<file path="src/rtl/dmem_pkg.sv">
// Shared types and constants for the data-memory responder.
// Holds the FSM state encoding, data/counter widths and the default depth.
// Optional error reporting is selected in data_memory_responder via DMEM_ERR_EN.
package dmem_pkg;

  typedef enum logic [1:0] {
    IDLE = 2'd0,
    WAIT = 2'd1,
    RESP = 2'd2
  } dmem_state_t;

  localparam int DMEM_DATA_W = 32;
  localparam int DMEM_DEPTH  = 32;
  localparam int DMEM_CNT_W  = 4;

  // Countdown start value: the access happens once the counter has drained to
  // zero, so a latency of N edges needs N-1 decrements after acceptance.
  function automatic logic [DMEM_CNT_W-1:0] dmem_cnt_init(input int latency);
    return DMEM_CNT_W'(latency - 1);
  endfunction

endpackage

</file>
<file path="src/rtl/dmem_array.sv">
// DEPTH x 32-bit word storage for the data-memory responder.
// Write is committed on the clock edge with we_i; read data is registered on re_i.
// rclr_i forces the registered read data to zero (used for rejected reads).
module dmem_array
  import dmem_pkg::*;
#(
  parameter int DEPTH = DMEM_DEPTH,
  parameter int AW    = $clog2(DEPTH)
) (
  input  logic                   clk_i,
  input  logic                   rst_i,
  input  logic                   we_i,
  input  logic                   re_i,
  input  logic                   rclr_i,
  input  logic [AW-1:0]          idx_i,
  input  logic [DMEM_DATA_W-1:0] wdata_i,
  output logic [DMEM_DATA_W-1:0] rdata_o
);

  logic [DMEM_DATA_W-1:0] r_mem [DEPTH];
  logic [DMEM_DATA_W-1:0] r_rdata;

  // Storage write port; contents deliberately survive reset.
  always_ff @(posedge clk_i) begin
    if (we_i) begin
      r_mem[idx_i] <= wdata_i;
    end
  end

  // Read register holds the last read value until the next read access.
  always_ff @(posedge clk_i or posedge rst_i) begin
    if (rst_i) begin
      r_rdata <= '0;
    end else if (re_i) begin
      r_rdata <= rclr_i ? '0 : r_mem[idx_i];
    end
  end

  assign rdata_o = r_rdata;

endmodule

</file>
<file path="src/rtl/data_memory_responder.sv">
// Multi-cycle data-memory responder: accepts a word request, waits LATENCY edges,
// accesses dmem_array, returns a one-cycle ack; busy_o stalls the pipeline in WAIT.
// Optional macro DMEM_ERR_EN adds err_o for misaligned / out-of-range addresses.
module data_memory_responder
  import dmem_pkg::*;
#(
  parameter int DEPTH   = DMEM_DEPTH,
  parameter int LATENCY = 2
) (
  input  logic        clk_i,
  input  logic        rst_i,
  input  logic        req_i,
  input  logic        we_i,
  input  logic [31:0] addr_i,
  input  logic [31:0] wdata_i,
  output logic [31:0] rdata_o,
  output logic        ack_o,
  output logic        busy_o
`ifdef DMEM_ERR_EN
  ,
  output logic        err_o
`endif
);

  localparam int AW = $clog2(DEPTH);
  localparam logic [DMEM_CNT_W-1:0] CNT_INIT = dmem_cnt_init(LATENCY);

  dmem_state_t            r_state;
  logic [DMEM_CNT_W-1:0]  r_cnt;
  logic                   r_we;
  logic [AW-1:0]          r_idx;
  logic [DMEM_DATA_W-1:0] r_wdata;
  logic                   r_err;
  logic                   r_ack;
`ifdef DMEM_ERR_EN
  logic                   r_err_o;
`endif

  logic                   w_access;
  logic                   w_req_err;
  logic                   w_arr_we;
  logic                   w_arr_re;
  logic [DMEM_DATA_W-1:0] w_arr_rdata;

  // Word index from the byte address; bits above the array size are dropped so
  // addresses wrap modulo DEPTH*4 when error reporting is not built in.
`ifdef DMEM_ERR_EN
  assign w_req_err = (addr_i[1:0] != 2'b00) || (addr_i[31:AW+2] != '0);
`else
  logic w_unused_addr;
  assign w_unused_addr = ^{addr_i[31:AW+2], addr_i[1:0]};
  assign w_req_err     = 1'b0;
`endif

  // The access edge is the last edge spent in WAIT.
  assign w_access = (r_state == WAIT) && (r_cnt == '0);
  assign w_arr_we = w_access && r_we && !r_err;
  assign w_arr_re = w_access && !r_we;

  // Request FSM: latch in IDLE, count down in WAIT, pulse ack in RESP.
  always_ff @(posedge clk_i or posedge rst_i) begin
    if (rst_i) begin
      r_state <= IDLE;
      r_cnt   <= '0;
      r_we    <= 1'b0;
      r_idx   <= '0;
      r_wdata <= '0;
      r_err   <= 1'b0;
      r_ack   <= 1'b0;
`ifdef DMEM_ERR_EN
      r_err_o <= 1'b0;
`endif
    end else begin
      r_ack <= 1'b0;
`ifdef DMEM_ERR_EN
      r_err_o <= 1'b0;
`endif
      case (r_state)
        IDLE: begin
          if (req_i) begin
            r_we    <= we_i;
            r_idx   <= addr_i[AW+1:2];
            r_wdata <= wdata_i;
            r_err   <= w_req_err;
            r_cnt   <= CNT_INIT;
            r_state <= WAIT;
          end
        end
        WAIT: begin
          if (r_cnt != '0) begin
            r_cnt <= r_cnt - DMEM_CNT_W'(1);
          end else begin
            r_ack   <= 1'b1;
`ifdef DMEM_ERR_EN
            r_err_o <= r_err;
`endif
            r_state <= RESP;
          end
        end
        RESP: begin
          r_state <= IDLE;
        end
        default: begin
          r_state <= IDLE;
        end
      endcase
    end
  end

  dmem_array #(
    .DEPTH (DEPTH),
    .AW    (AW)
  ) u_array (
    .clk_i   (clk_i),
    .rst_i   (rst_i),
    .we_i    (w_arr_we),
    .re_i    (w_arr_re),
    .rclr_i  (r_err),
    .idx_i   (r_idx),
    .wdata_i (r_wdata),
    .rdata_o (w_arr_rdata)
  );

  assign rdata_o = w_arr_rdata;
  assign ack_o   = r_ack;
  assign busy_o  = (r_state == WAIT);
`ifdef DMEM_ERR_EN
  assign err_o   = r_err_o;
`endif

endmodule

</file>
<file path="config.mk">
export PLATFORM = sky130hd
export DESIGN_NAME = data_memory_responder
export DESIGN_NICKNAME = d
export VERILOG_FILES = /design/src/rtl/dmem_pkg.sv /design/src/rtl/dmem_array.sv /design/src/rtl/data_memory_responder.sv
export SDC_FILE = /design/constraint.sdc
export NUM_CORES = 1
export LEC_CHECK = 0
export CAP_MARGIN = 20
export CORE_MARGIN = 5
export CORE_UTILIZATION = 60
export DETAILED_ROUTE_END_ITERATION = 10
export GPL_ROUTABILITY_DRIVEN = 0
export PLACE_DENSITY = 0.78
export SLEW_MARGIN = 20
export SYNTH_ARGS = -nofsm -noshare
export SYNTH_HDL_FRONTEND = slang
export SYNTH_SLANG_ARGS = --single-unit
</file>
<file path="constraint.sdc">
create_clock -name clk_i -period 4.66 [get_ports clk_i]
set_input_delay 0.932 -clock clk_i [delete_from_list [all_inputs] [get_ports clk_i]]
set_output_delay 0.932 -clock clk_i [all_outputs]
set_load 0.05 [all_outputs]
</file>
==> impl_metrics.csv <==
group,metric,value,unit
pwr,power_density,619.1,nW/um2
synth,yosysTopAreaCell,"edfxtp_1",
floorplan,core,69660,um2
route,via_per_inst,6.635,
worst_setup_path,path_buf_inv,2,
pwr,ir_drop,0.0005888,V
cts,cts_max_level,3,
synth,yosys.cell_types.count,55,
global_route,antenna_found_initial,0,
finish,final_cell_area,47680,um2
synth,synth-edff-count,1024,
route,post_drt_wl_per_cell,31.11,um
sta,relSlewSlack,28.18,%
synth,syn-mean-instance-area,20.62,um2
synth,yosysSeqAreaShare,77.88,%
route,vias,21240,
sta,final_max_slew_viol_count,0,
synth,synth_most_common_cell,"edfxtp_1",
run_status,outcome,"complete, no violations",
floorplan,die_y,274.4,um
cts,clk_path_buf_depth,3,
cts,post_cts_buffers,0,
floorplan,dieArea,75320,um2
finish,fillers,4170,
cts,cts_tree,"yes",
cts,cts_hold_buf,0,
floorplan,dieWidth,274.4,um
cts,cts.repair.resized,0,
pwr,finalPower,29.52,mW
sta,finClkSkew,0.03707,ns
global_route,top_usage_layer,"met2",
route,wl,99590,um
finish,area_growth,13.64,%
global_route,use_met3,7.420,%
floorplan,ioPinCount,102,
route,ant_nets,0,
route,drtPass1Iterations,5,
synth,syn-instance-count,2035,
finish,instances_no_fill,3201,
cts,numCtsBuffers,104,
worst_setup_path,slowest_stage,"nor2_4",
synth,synthArstFlopShare,6.994,%
finish,drive_above_1_share,21.05,%
cts,clock-sinks,1101,
synth,netlist_top_cells_area,"edfxtp_1 (73%), mux4_2 (8.3%), mux2i_1 (4.9%)",
sta,tightestPinTransition,1.077,ns
global_route,track_usage,26.82,%
placement,dp_hpwl,54650,um
synth,ys_ff_latch,1101,
cts,clk_latency,0.69,ns
synth,syn_area,41960,um2
run,cap_viol_max_count,0,
cts,clock-root-buffer,"clkbuf_16",
sta,min_period,3.479,ns
synth,synth_top_family_by_area,"multiplexers",
synth,yosys_warnings,0,
route,initialDrtViolationCount,2863,
global_route,grt_use_met1,36.13,%
synth,synthMuxAreaShare,14.33,%
cts,clk_pin_slew,0.06,ns
floorplan,rows,97,
global_route,grt_overflow,0,
global_route,met2_usage,42.31,%
worst_setup_path,required,4.97,ns
worst_setup_path,crit_fanout,19,
worst_setup_path,path_class,"reg2reg",
sta,rsz0062_at_grt,"no",
route,drc_errors,0,
sta,setup_tns,0,ns
synth,synth_ff_type,"edfxtp_1",
placement,io_buffer_count,74,
synth,synth-xor-area-share,0.04175,%
synth,synthAdderAreaFrac,0.05964,%
synth,synth-simple-area-share,2.409,%
global_route,grt_pass1_vias,21691,
hold_path,min_path_type,"reg2reg",
worst_setup_path,cp-end-kind,"flop",
sta,fmax,287.4,MHz
worst_setup_path,cpLargestDelayFamily,"simple AND/OR/NAND/NOR gates",
pwr,leakage,15.60,nW
synth,yosysTopAreaCellShare,73.28,%
placement,dpl-instance-area,44160,um2
global_route,grt_pass1_wl,145200,um
placement,dp_cells,3003,
synth,yosys-top-cells-count,"edfxtp_1 (1024), mux2i_1 (207), mux4_2 (154), o22ai_1 (92), dfrtp_1 (77)",
sta,fin_crit_sh,74.66,%
finish,fin_nets,2241,
worst_setup_path,setup.worst_path.start_class,"flop",
synth,syn-num-nets,2105,
floorplan,start_util,60.23,%
finish,antenna_cells,0,
worst_setup_path,cp.arrival,3.79,ns
worst_setup_path,path_cells,"inv_1 -> ha_1 -> nor3b_4 -> nand3_1 -> nor2_1 -> nand2_1 -> nor2_4 -> buf_4",
sta,finalSetupViolations,0,
synth,synth-compound-area-share,3.516,%
sta,final-hold-violation-count,0,
worst_setup_path,max_stage_delay,0.78,ns
global_route,grt_max_degree,91,
## through the flow
step | hold slack, ns | utilization [%] | setup slack (ns)
floorplan | 0.4688 | - | 1.298
global placement | 0.4660 | 63.39 | 1.299
detailed placement | 0.4691 | 63.39 | 1.264
CTS | 0.4879 | 68.38 | 1.252
global route | 0.5025 | 68.45 | 1.003
finish | 0.4816 | 68.45 | 1.181
## flip-flops by register name, indices dropped and copies added, names as in the netlist
| name | count |
|---|---|
| ack_o | 1 |
| r_cnt | 4 |
| r_idx | 5 |
| r_state | 2 |
| r_wdata | 32 |
| r_we | 1 |
| u_array.r_mem | 1024 |
| u_array.rdata_o | 32 |
## per-layer routing
metal / part of all wire [%] / routed length (um)
met5: 0 / 0
met4: 4.6 / 4534
met3: 11 / 10860
met2: 48 / 47660
met1: 37 / 36530
## worst paths after layout
| kind | start | end | slack [ns] | depth (start not counted) |
|---|---|---|---|---|
| max in group asynchronous | rst_i | r_idx[1]$_DFFE_PP0P_ | 3.04 | 3 |
| max | r_cnt[0]$_DFFE_PP0P_ | u_array.r_mem[5][7]$_DFFE_PP_ | 1.18 | 8 |
| min | u_array.rdata_o[26]$_DFFE_PP0P_ | u_array.rdata_o[26]$_DFFE_PP0P_ | 0.48 | 1 |
| min in group asynchronous | rst_i | r_wdata[9]$_DFFE_PP0P_ | 0.75 | 2 |
| max reg2reg | r_cnt[0]$_DFFE_PP0P_ | u_array.r_mem[5][7]$_DFFE_PP_ | 1.18 | 8 |
| min reg2reg | u_array.rdata_o[26]$_DFFE_PP0P_ | u_array.rdata_o[26]$_DFFE_PP0P_ | 0.48 | 1 |
## layout make-up
cell class | count | area [um2] | area share (%)
inverters | 5 | 23.77 | 0.04986
flip-flops and latches | 1101 | 32690 | 68.56
clock inverters | 60 | 649.4 | 1.362
well taps | 940 | 1176 | 2.467
repair buffers | 145 | 1526 | 3.201
multi-input cells | 814 | 8795 | 18.44
clock buffers | 136 | 2823 | 5.920
## report_power, final
| group | internal, mW | total (mW) | switching, mW |
|---|---|---|---|
| sequential | 12.6 | 14.5 | 1.86 |
| clock | 4.86 | 8.46 | 3.60 |
| combinational | 2.89 | 6.55 | 3.66 |
## kinds of logic after synthesis
logic type | Yosys count
and+or+nand+nor | 189
adders and majority gates | 2
muxes | 403
DFF | 1101
xor gates and xnor gates | 2
AOI/OAI and AO/OA | 218
buffers and inverters | 120
## layout by cell type, fill, tap and decap left out, drive strengths merged, types with 4 or more instances in the layout
cell type and count:
and2 8, or4 15, dfrtp 77, nor2 70, a22oi 38, bufinv 10
clkbuf 136, clkdlybuf4s50 74, a22o 4, mux4 154, buf 71, nor2b 4
nand2 30, inv 10, or4b 4, mux2i 207, nor4 8, o22ai 92
o2111ai 5, edfxtp 1024, a31oi 17, clkinv 41, a21oi 26, a211oi 6
or3 6, a221oi 10, nand2b 4, nand3 13, o22a 7, mux2 42
a21o 5, clkinvlp 4, nor3 10
(Power assumes the default switching activity.)
